$ cat src/rtl/fp_mul_seq_pkg.sv
// Shared definitions for the sequential binary32 multiply core and its
// round/pack stage: default geometry, special-value patterns, FSM states.
package fp_mul_seq_pkg;

    localparam int DEF_EXP_WIDTH      = 8;
    localparam int DEF_FRAC_WIDTH     = 24;
    localparam int DEF_BITS_PER_CYCLE = 4;
    localparam int DEF_BIAS           = (1 << (DEF_EXP_WIDTH - 1)) - 1;

    localparam logic [31:0] QNAN = 32'h7FC0_0000;
    localparam logic [31:0] INF  = 32'h7F80_0000;

    typedef enum logic [1:0] {
        IDLE  = 2'd0,
        MULT  = 2'd1,
        ROUND = 2'd2
    } state_t;

    typedef struct packed {
        logic nan;
        logic inf;
        logic zero;
    } fp_class_t;

    // Subnormals are treated as zero, so a zero exponent field alone means zero.
    function automatic fp_class_t classify(input logic exp_ones, input logic exp_zero,
                                           input logic frac_nz);
        fp_class_t c;
        c.nan  = exp_ones & frac_nz;
        c.inf  = exp_ones & ~frac_nz;
        c.zero = exp_zero;
        return c;
    endfunction

endpackage

$ cat src/rtl/fp_mul_seq_round_pack.sv
// Combinational normalize, round-to-nearest-even and pack of an exact
// significand product, with special-value override. Shared with the fadd core.
module fp_mul_seq_round_pack
    import fp_mul_seq_pkg::*;
#(
    parameter int EXP_WIDTH  = DEF_EXP_WIDTH,
    parameter int FRAC_WIDTH = DEF_FRAC_WIDTH
) (
    input  logic                             sign,
    input  logic signed [EXP_WIDTH+1:0]      exp_sum,
    input  logic [2*FRAC_WIDTH-1:0]          prod,
    input  logic                             any_nan,
    input  logic                             any_inf,
    input  logic                             any_zero,
    output logic [EXP_WIDTH+FRAC_WIDTH-1:0]  packed_word
);

    localparam int W   = EXP_WIDTH + FRAC_WIDTH;
    localparam int F   = FRAC_WIDTH;
    localparam int PW  = 2 * FRAC_WIDTH;
    localparam int EW2 = EXP_WIDTH + 2;
    localparam bit IS_DEF = (EXP_WIDTH == DEF_EXP_WIDTH) && (FRAC_WIDTH == DEF_FRAC_WIDTH);

    localparam logic [W-1:0] QNAN_W = IS_DEF ? W'(QNAN)
                                             : {1'b0, {EXP_WIDTH{1'b1}}, 1'b1, {(F-2){1'b0}}};
    localparam logic [W-1:0] INF_W  = IS_DEF ? W'(INF)
                                             : {1'b0, {EXP_WIDTH{1'b1}}, {(F-1){1'b0}}};
    localparam logic signed [EW2-1:0] EXP_ONE  = EW2'(1);
    localparam logic signed [EW2-1:0] EXP_ZERO = EW2'(0);
    localparam logic signed [EW2-1:0] EXP_MAX  = EW2'((1 << EXP_WIDTH) - 1);

    logic [F-2:0]            frac_s;
    logic                    guard_s;
    logic                    sticky_s;
    logic                    round_up_s;
    logic [F-1:0]            rnd_s;
    logic signed [EW2-1:0]   exp_n_s;
    logic signed [EW2-1:0]   exp_f_s;

    // Normalize, round, then pick between special values and the finite result.
    always_comb begin
        frac_s      = '0;
        guard_s     = 1'b0;
        sticky_s    = 1'b0;
        exp_n_s     = exp_sum;
        packed_word = '0;
        // The hidden bit is never stored, so only the bits below it are taken.
        if (prod[PW-1]) begin
            frac_s   = prod[PW-2 -: F-1];
            guard_s  = prod[F-1];
            sticky_s = |prod[F-2:0];
            exp_n_s  = exp_sum + EXP_ONE;
        end else begin
            frac_s   = prod[PW-3 -: F-1];
            guard_s  = prod[F-2];
            sticky_s = |prod[F-3:0];
            exp_n_s  = exp_sum;
        end
        round_up_s = guard_s & (sticky_s | frac_s[0]);
        // A carry out of the fraction leaves it all zeros: significand 1.0, exponent +1.
        rnd_s   = {1'b0, frac_s} + {{(F-1){1'b0}}, round_up_s};
        exp_f_s = exp_n_s + (rnd_s[F-1] ? EXP_ONE : EXP_ZERO);

        if (any_nan || (any_inf && any_zero)) begin
            packed_word = QNAN_W;
        end else if (any_inf) begin
            packed_word = {sign, INF_W[W-2:0]};
        end else if (any_zero) begin
            packed_word = {sign, {(W-1){1'b0}}};
        end else if (exp_f_s >= EXP_MAX) begin
            packed_word = {sign, INF_W[W-2:0]};
        end else if (exp_f_s <= EXP_ZERO) begin
            packed_word = {sign, {(W-1){1'b0}}};
        end else begin
            packed_word = {sign, exp_f_s[EXP_WIDTH-1:0], rnd_s[F-2:0]};
        end
    end

endmodule

$ cat src/rtl/fp_mul_seq.sv
// Multi-cycle binary32 multiplier: iterative shift-add significand product,
// then a two-cycle round/publish stage so every operation takes a fixed 8 cycles.
module fp_mul_seq
    import fp_mul_seq_pkg::*;
#(
    parameter int EXP_WIDTH      = DEF_EXP_WIDTH,
    parameter int FRAC_WIDTH     = DEF_FRAC_WIDTH,
    parameter int BITS_PER_CYCLE = DEF_BITS_PER_CYCLE
) (
    input  logic                            clkIn,
    input  logic                            rstLowIn,
    input  logic [EXP_WIDTH+FRAC_WIDTH-1:0] dataAIn,
    input  logic [EXP_WIDTH+FRAC_WIDTH-1:0] dataBIn,
    input  logic                            validIn,
    output logic [EXP_WIDTH+FRAC_WIDTH-1:0] dataOut,
    output logic                            validOut,
    output logic                            busyOut
);

    localparam int W     = EXP_WIDTH + FRAC_WIDTH;
    localparam int F     = FRAC_WIDTH;
    localparam int PW    = 2 * FRAC_WIDTH;
    localparam int EW2   = EXP_WIDTH + 2;
    localparam int ITERS = FRAC_WIDTH / BITS_PER_CYCLE;
    localparam int CNT_W = (ITERS > 1) ? $clog2(ITERS) : 1;
    localparam int BIAS  = (EXP_WIDTH == DEF_EXP_WIDTH) ? DEF_BIAS
                                                        : (1 << (EXP_WIDTH - 1)) - 1;
    localparam logic signed [EW2-1:0] BIAS_S = EW2'(BIAS);

    state_t                 state_r;
    logic [CNT_W-1:0]       cnt_r;
    logic [PW-1:0]          ma_r;
    logic [F-1:0]           mb_r;
    logic [PW-1:0]          prod_r;
    logic                   sign_r;
    logic signed [EW2-1:0]  exp_r;
    logic                   any_nan_r;
    logic                   any_inf_r;
    logic                   any_zero_r;
    logic                   round_phase_r;
    logic [W-1:0]           res_r;
    logic [W-1:0]           data_r;
    logic                   valid_r;
    logic                   busy_r;

    logic [EXP_WIDTH-1:0]   exp_a_s;
    logic [EXP_WIDTH-1:0]   exp_b_s;
    logic [F-2:0]           frac_a_s;
    logic [F-2:0]           frac_b_s;
    fp_class_t              cls_a_s;
    fp_class_t              cls_b_s;
    logic signed [EW2-1:0]  exp_sum_s;
    logic [PW-1:0]          pp_s;
    logic [W-1:0]           pack_s;

    // Operand unpack, classification and biased exponent sum for the accept cycle.
    always_comb begin
        exp_a_s   = dataAIn[W-2 -: EXP_WIDTH];
        exp_b_s   = dataBIn[W-2 -: EXP_WIDTH];
        frac_a_s  = dataAIn[F-2:0];
        frac_b_s  = dataBIn[F-2:0];
        cls_a_s   = classify(&exp_a_s, ~|exp_a_s, |frac_a_s);
        cls_b_s   = classify(&exp_b_s, ~|exp_b_s, |frac_b_s);
        exp_sum_s = $signed({2'b00, exp_a_s}) + $signed({2'b00, exp_b_s}) - BIAS_S;
    end

    // Sum of this cycle's partial products; the multiplicand is pre-shifted each cycle.
    always_comb begin
        pp_s = '0;
        for (int i = 0; i < BITS_PER_CYCLE; i++) begin
            if (mb_r[i]) begin
                pp_s = pp_s + (ma_r << i);
            end else begin
                pp_s = pp_s;
            end
        end
    end

    fp_mul_seq_round_pack #(
        .EXP_WIDTH  (EXP_WIDTH),
        .FRAC_WIDTH (FRAC_WIDTH)
    ) u_round_pack (
        .sign        (sign_r),
        .exp_sum     (exp_r),
        .prod        (prod_r),
        .any_nan     (any_nan_r),
        .any_inf     (any_inf_r),
        .any_zero    (any_zero_r),
        .packed_word (pack_s)
    );

    // Control FSM and datapath registers; ROUND registers the packed word, then publishes it.
    always_ff @(posedge clkIn) begin
        if (!rstLowIn) begin
            state_r       <= IDLE;
            cnt_r         <= '0;
            ma_r          <= '0;
            mb_r          <= '0;
            prod_r        <= '0;
            sign_r        <= 1'b0;
            exp_r         <= '0;
            any_nan_r     <= 1'b0;
            any_inf_r     <= 1'b0;
            any_zero_r    <= 1'b0;
            round_phase_r <= 1'b0;
            res_r         <= '0;
            data_r        <= '0;
            valid_r       <= 1'b0;
            busy_r        <= 1'b0;
        end else begin
            case (state_r)
                IDLE: begin
                    valid_r <= 1'b0;
                    if (validIn) begin
                        ma_r       <= {{F{1'b0}}, |exp_a_s, frac_a_s};
                        mb_r       <= {|exp_b_s, frac_b_s};
                        prod_r     <= '0;
                        sign_r     <= dataAIn[W-1] ^ dataBIn[W-1];
                        exp_r      <= exp_sum_s;
                        any_nan_r  <= cls_a_s.nan | cls_b_s.nan;
                        any_inf_r  <= cls_a_s.inf | cls_b_s.inf;
                        any_zero_r <= cls_a_s.zero | cls_b_s.zero;
                        cnt_r      <= CNT_W'(ITERS - 1);
                        busy_r     <= 1'b1;
                        state_r    <= MULT;
                    end else begin
                        busy_r <= 1'b0;
                    end
                end
                MULT: begin
                    prod_r <= prod_r + pp_s;
                    ma_r   <= ma_r << BITS_PER_CYCLE;
                    mb_r   <= mb_r >> BITS_PER_CYCLE;
                    if (cnt_r == '0) begin
                        round_phase_r <= 1'b0;
                        state_r       <= ROUND;
                    end else begin
                        cnt_r <= cnt_r - CNT_W'(1);
                    end
                end
                ROUND: begin
                    if (!round_phase_r) begin
                        res_r         <= pack_s;
                        round_phase_r <= 1'b1;
                    end else begin
                        data_r        <= res_r;
                        valid_r       <= 1'b1;
                        round_phase_r <= 1'b0;
                        state_r       <= IDLE;
                    end
                end
                default: begin
                    state_r <= IDLE;
                    valid_r <= 1'b0;
                    busy_r  <= 1'b0;
                end
            endcase
        end
    end

    assign dataOut  = data_r;
    assign validOut = valid_r;
    assign busyOut  = busy_r;

endmodule

$ cat config.mk
export PLATFORM = sky130hd
export DESIGN_NAME = fp_mul_seq
export DESIGN_NICKNAME = d
export VERILOG_FILES = /design/src/rtl/fp_mul_seq_pkg.sv /design/src/rtl/fp_mul_seq_round_pack.sv /design/src/rtl/fp_mul_seq.sv
export SDC_FILE = /design/constraint.sdc
export NUM_CORES = 1
export LEC_CHECK = 0
export BUFFER_PORTS_ARGS = -buffer_cell sky130_fd_sc_hd__clkbuf_2
export CORE_UTILIZATION = 45
export DETAILED_ROUTE_END_ITERATION = 8
export GPL_ROUTABILITY_DRIVEN = 1
export GPL_TIMING_DRIVEN = 0
export MAX_ROUTING_LAYER = met4
export PLACE_DENSITY = 0.66
export SLEW_MARGIN = 25
export SYNTH_ARGS = -nofsm -noshare
export SYNTH_HDL_FRONTEND = slang
export SYNTH_HIERARCHICAL = 1
export SYNTH_SLANG_ARGS = --single-unit
$ cat constraint.sdc
create_clock -name clkIn -period 9.3 [get_ports clkIn]
set_input_delay 1.86 -clock clkIn [delete_from_list [all_inputs] [get_ports clkIn]]
set_output_delay 1.86 -clock clkIn [all_outputs]
set_load 0.1 [all_outputs]
==> Word level (Yosys, flattened, before mapping) <==
Cells that the tools add are included.
{ "op_classes": {"eq_ne": 6, "order_cmp": 2, "n_mux": 34, "n_reduce_logical": 25, "n_addsub": 10, "n_bitwise": 14} }
{ "op_table": {"columns": ["operator", "n"], "rows": [
  ["$mux W48", 6],
  ["$add A48 B48 Y48", 4],
  ["$pmux W48 S2", 2],
  ["$mux W31", 4],
  ["$reduce_or A23 Y1", 3],
  ["$pmux W24 S2", 1],
  ["$mux W32", 1],
  ["$add A23 B1 Y24", 1],
  ["$mux W24", 1],
  ["$mux W23", 1],
  ["$reduce_or A22 Y1", 1],
  ["$reduce_and A8 Y1", 2],
  ["$reduce_or A8 Y1", 2],
  ["$reduce_and A2 Y1", 6],
  ["$add A10 B10 Y10", 1],
  ["$add A10 B2 Y10 const B", 1],
  ["$ge A10 B9 Y1 const B", 1],
  ["$le A10 B1 Y1 const B", 1],
  ["$mux W10", 1],
  ["$sub A9 B7 Y10 const B", 1],
  ["$add A8 B8 Y9", 1],
  ["$ne A2 B2 Y1 const B", 4],
  ["$mux W1", 7],
  ["$mux W2", 3],
  ["other kinds (19)", 35]
]} }
{ "word_totals": {"input_bits": 67, "out_inout_bits": 34, "word_cells": 106, "reg_bits": 206} }

==> Logic depth before layout (Yosys ltp) <==
{ "depth": {"depth_word": 13, "depth_mapped": 54, "ltp_nobuf": 47} }

==> Modules after synthesis <==
The synthesis kept the hierarchy.
{ "by_module_without_submodules": {"columns": ["module", "area_each_um2", "n_inst", "seq_area_each_um2", "cells_each"], "rows": [
  ["fp_mul_seq", 20577.2, 1, 4124.0, 2684],
  ["fp_mul_seq_round_pack", 1806.7, 1, 0.0, 263]
]} }

==> Least setup slack after synthesis <==
No wires, ideal clock.
{ "synth_timing": {"path_kind": "flip-flop to flip-flop", "from": "register mb_r[0]", "to": "register prod_r[47]", "path_slack_ns": -0.552, "path_stages_with_launch": 51, "required_ns": 9.231, "period_less_slack_ns": 9.852, "n_path_buf": 6, "t_arrival_ns": 9.783, "setup_time_ns": 0.069, "path_cell_list": "dfxtp_1 -> buf_4 -> buf_2 -> buf_2 -> clkbuf_1 -> clkbuf_1 -> clkbuf_1 -> nand2_1 -> inv_1 -> ha_1 -> inv_1 -> fa_1 -> and3b_1 -> a21oi_1 -> a32o_1 -> o21ai_0 -> and2_1 -> nor3_1 -> (+15 left out) -> a31o_2 -> a41oi_1 -> o21ai_0 -> nor2_1 -> xnor2_1 -> mux2_2 -> ha_1 -> a21o_1 -> a21o_1 -> a21o_1 -> a21o_1 -> a221o_1 -> a21oi_1 -> o31ai_1 -> a31oi_1 -> xnor2_1 -> xnor3_1 -> o21ai_1"} }
{ "synth_via": {"elab_chain_len": 9} }
{ "synth_rtl": {"columns": ["item", "line", "text"], "rows": [
  ["start, declared", "fp_mul_seq.sv:33", "logic [F-1:0] mb_r;"],
  ["start signal, assigned", "fp_mul_seq.sv:116", "mb_r <= {|exp_b_s, frac_b_s};"],
  ["start signal, assigned", "fp_mul_seq.sv:133", "mb_r <= mb_r >> BITS_PER_CYCLE;"],
  ["$mux W48 (*)", "fp_mul_seq.sv:71", "if (mb_r[i]) begin"],
  ["$add A48 B48 Y48", "fp_mul_seq.sv:72", "pp_s = pp_s + (ma_r << i);"],
  ["$mux W48 (*)", "fp_mul_seq.sv:71", null],
  ["$add A48 B48 Y48", "fp_mul_seq.sv:72", null],
  ["$mux W48 (*)", "fp_mul_seq.sv:71", null],
  ["$add A48 B48 Y48", "fp_mul_seq.sv:72", null],
  ["$mux W48 (*)", "fp_mul_seq.sv:71", null],
  ["$add A48 B48 Y48 (*)", "fp_mul_seq.sv:131", "prod_r <= prod_r + pp_s;"],
  ["$pmux W48 S2 (*)", "fp_mul_seq.sv:111", "case (state_r)"],
  ["end signal, assigned", "fp_mul_seq.sv:131", null],
  ["end, declared", "fp_mul_seq.sv:34", "logic [PW-1:0] prod_r;"]
]} }
Every way passes the cells marked *; elsewhere a longest branch is shown, timed or not.
A chain may end at the register's enable or synchronous reset.

==> Worst setup path in the final report <==
Ends and elaborated chain as after synthesis.

==> run summary <==
Status: finished clean
Tmin final: 9.09 ns
Share of the synthesized area in the top cell type: 0.184
Via Count: 23.5k
Worst VDD drop: 0.214 mV
CP Data Arrival Time: 9.60 ns
Num rows: 81
Top cells by area, synth: dfxtp_1, ha_1, nand2_1
Initial antenna violation count: 0
Total wire length: 79400 µm
Largest family of logic cells by synthesized area: compound AO/OA/AOI/OAI gates
Worst setup path startpoint: mb_r[0]$_SDFFE_PN0P_
Core area: 0.0491 mm²
Post-Syn Instances: 2947
Largest net degree at the start of global routing: 14
YS warnings: 6
# setup viols final: 0
Compound-Gate Fraction of Synth Area: 0.279
Overflow after GRT: 0
Switching share of power: 0.489
GRT Total Usage: 0.312
Mapped Area: 0.0224 mm²
Hold_sp: dataOut[12]$_SDFFE_PN0P_
Io pins: 101
Syn-to-layout area delta: 20.8%
Worst-path fanout max: 9
Die area: 0.0506 mm²
Seq/Total Area, Yosys: 0.184
CTS Sinks: 206
# diodes: 0
Post-synthesis xor/xnor area fraction: 0.0866
Adder-Cell Fraction of Synth Area: 0.118
Dpl hpwl: 60000 µm
Vias/cell: 6.10
H-tree levels: 1
Root Driver: clkbuf_16
Max Clk Rate: 110 MHz
Leak pwr: 0.0117 µW
Critical path endpoint category: flop
Mux share of post-synthesis cell area: 0.0653
Hold crit path type: reg -> reg
Footprint of the multi-input gates: 0.0188 mm²
CTS max path bufs: 3
Slew @ Worst Pin: 0.949 ns
Fill cells: 4658
Global-route wire length before repair: 123000 µm
Clk_skew: 0.0253 ns
Area of placed instances: 0.0237 mm²
DRT iter0 DRCs: 1779
Tcrit/Tclk final: 0.977
DRC viols: 0
Pre-antenna DRT Iters: 6
Slowest stage delay, CP: 0.38 ns
Most common cell after layout, fill and taps aside: nand2_1
Cell mode on critical path: a21o_1
Gpl congestion: 0.976
Distinct cells, synth: 101
FF+latch area: 0.00413 mm²
Comb pwr share: 0.627
Fin nets: 3451
Max Slew Vio Count: 0
Crit path launch type: flop
Seq cells post-synth: 206
Relative slew slack: 0.367
Die W: 225 µm
Post-synth EDFFs: 0
CTS Buf Count: 25
Switching pwr: 2960 µW
Reg clk slew, reported paths: 0.06 ns
Post-route setup TNS: 0 ns
Vias in the first global route: 22.7k
WS Path Type: reg -> reg
Syn nets: 3222
Worst path slowest cell: a221o_1
Reg power frac: 0.206
Clk Latency, worst-skew pair: 0.58 ns
Hold Buf Count CTS: 0
Power share of the clock group: 0.167
Fin area: 0.0270 mm²
Routed Antenna Nets: 0
Reg2reg start: mb_r[0]$_SDFFE_PN0P_
Layout cell share with drive strength beyond 1: 0.191
Worst Path Required: 9.81 ns
Largest area contributor in the netlist: dfxtp_1
Quantity of I/O buffers inserted on ports: 99
Final hold viol count: 0
Drt wl/cell: 20.6 µm
CTS tree: done
Synth Flop Type: dfxtp_1
Ys async rst share: 0
Post-Synth Simple-Gate Area: 0.220
Cell Int Power: 3090 µW
Die H: 225 µm
Initial Util: 0.456
Max-cap viol count: 0
PwrDens: 224 mW/mm²
Highest-count cells in the layout ignoring fill and taps: nand2_1, dfxtp_1, a21oi_1, ha_1, buf_4
Syn avg cell area: 7.60 µm²
power groups by stage:
stage | combinational (µW) | clock, µW | sequential (µW)
6_report | 3790 | 1010 | 1240
3_3_place_gp | 3130 | 0 | 1230
4_1_cts | 3610 | 1020 | 1230
5_1_grt | 4070 | 1050 | 1260
3_5_place_dp | 3180 | 0 | 1230
2_1_floorplan | 2330 | 0 | 1150
flip-flops by register name (all words and copies together) (netlist names), 2 cells and up:
name	cells
prod_r	48
exp_r	10
state_r	2
ma_r	48
dataOut	32
res_r	32
mb_r	24
cnt_r	3
critical path: cells and delay by family (launching register included):
kind                     cells  cell delay (ns)
AND/OR/NAND/NOR              4             0.45
AO/OA/AOI/OAI               27             4.81
flip-flops                   1             0.37
multiplexers                 1             0.28
buffers and inverters        5             0.68
adder cells (fa/ha/maj)      5             1.57
XOR/XNOR                     5             0.83
layout make-up:
type                            count  share of cell area
Buffer                            148              0.0243
Clock buffer                       32              0.0256
Clock inverter                     11             0.00467
Inverter                           87              0.0122
Multi-Input combinational cell   2481               0.695
Sequential cell                   206               0.153
Tap cell                          664              0.0307
Timing Repair Buffer              227              0.0550
through the flow:
stage	hold WS, ns	setup WS (ns)	utilization	instances	total power [µW]
2_1_floorplan	0.441	0.0301	-	2947	3490
3_3_place_gp	0.452	-2.96	0.484	3710	4350
3_5_place_dp	0.457	-3.01	0.484	3710	4420
4_1_cts	0.464	0.00447	0.539	3830	5860
5_1_grt	0.484	-0.0145	0.551	3856	6380
6_report	0.462	0.212	0.551	3856	6050
cells in the mapped netlist (7+ instances only):
cell type	count
o21ai_0	151
buf_1	14
xor2_1	96
o211ai_1	19
o21ai_1	14
nor4b_1	8
o2bb2ai_1	7
and3_1	24
ha_1	203
nand2b_1	33
nand4_1	40
nor2b_1	89
a31o_2	9
nand2_1	409
o21bai_1	41
a22oi_1	62
or3_1	12
buf_2	16
o21a_1	24
a21boi_0	74
and2_1	51
mux2i_1	67
nor2_1	122
a31oi_1	24
a221oi_1	10
xnor2_1	121
clkbuf_1	135
and4_1	10
o31ai_1	16
o211a_1	47
inv_1	86
o22ai_1	7
nor3_1	35
nor4_1	45
a32oi_1	8
a211oi_1	11
dfxtp_1	206
nand3b_1	9
a21o_1	112
nand3_1	59
mux2_2	69
a21oi_1	230
path summary, 6_finish.rpt:
path	endpoint	slack (ns)	cells past startpoint
max	prod_r[47]$_SDFFE_PN0P_	0.21	47
min	dataOut[12]$_SDFFE_PN0P_	0.46	2
max reg2reg	prod_r[47]$_SDFFE_PN0P_	0.21	47
min reg2reg	dataOut[12]$_SDFFE_PN0P_	0.46	2
per-layer routing:
metal / track usage / vias to the layer above / share of wire
met4: 0.141 / 0 / 0.048
met2: 0.496 / 879 / 0.45
met1: 0.395 / 11228 / 0.44
met5: - / - / 0
met3: 0.0374 / 229 / 0.063
li1: - / 11191 / -
repair_timing:
item / in CTS / in global routing
pin swaps: 83 / 84
resized for setup: 249 / 93
buffers inserted: 94 / 36
endpoints found under the setup margin: 32 / 24
cells by family after synthesis:
| group | Yosys count |
|---|---|
| simple gates | 987 |
| compound gates | 929 |
| buf+inv | 260 |
| xor+xnor | 219 |
| fa+ha+maj | 209 |
| flops | 206 |
| mux | 137 |
Power figures use the tool's default switching activity.
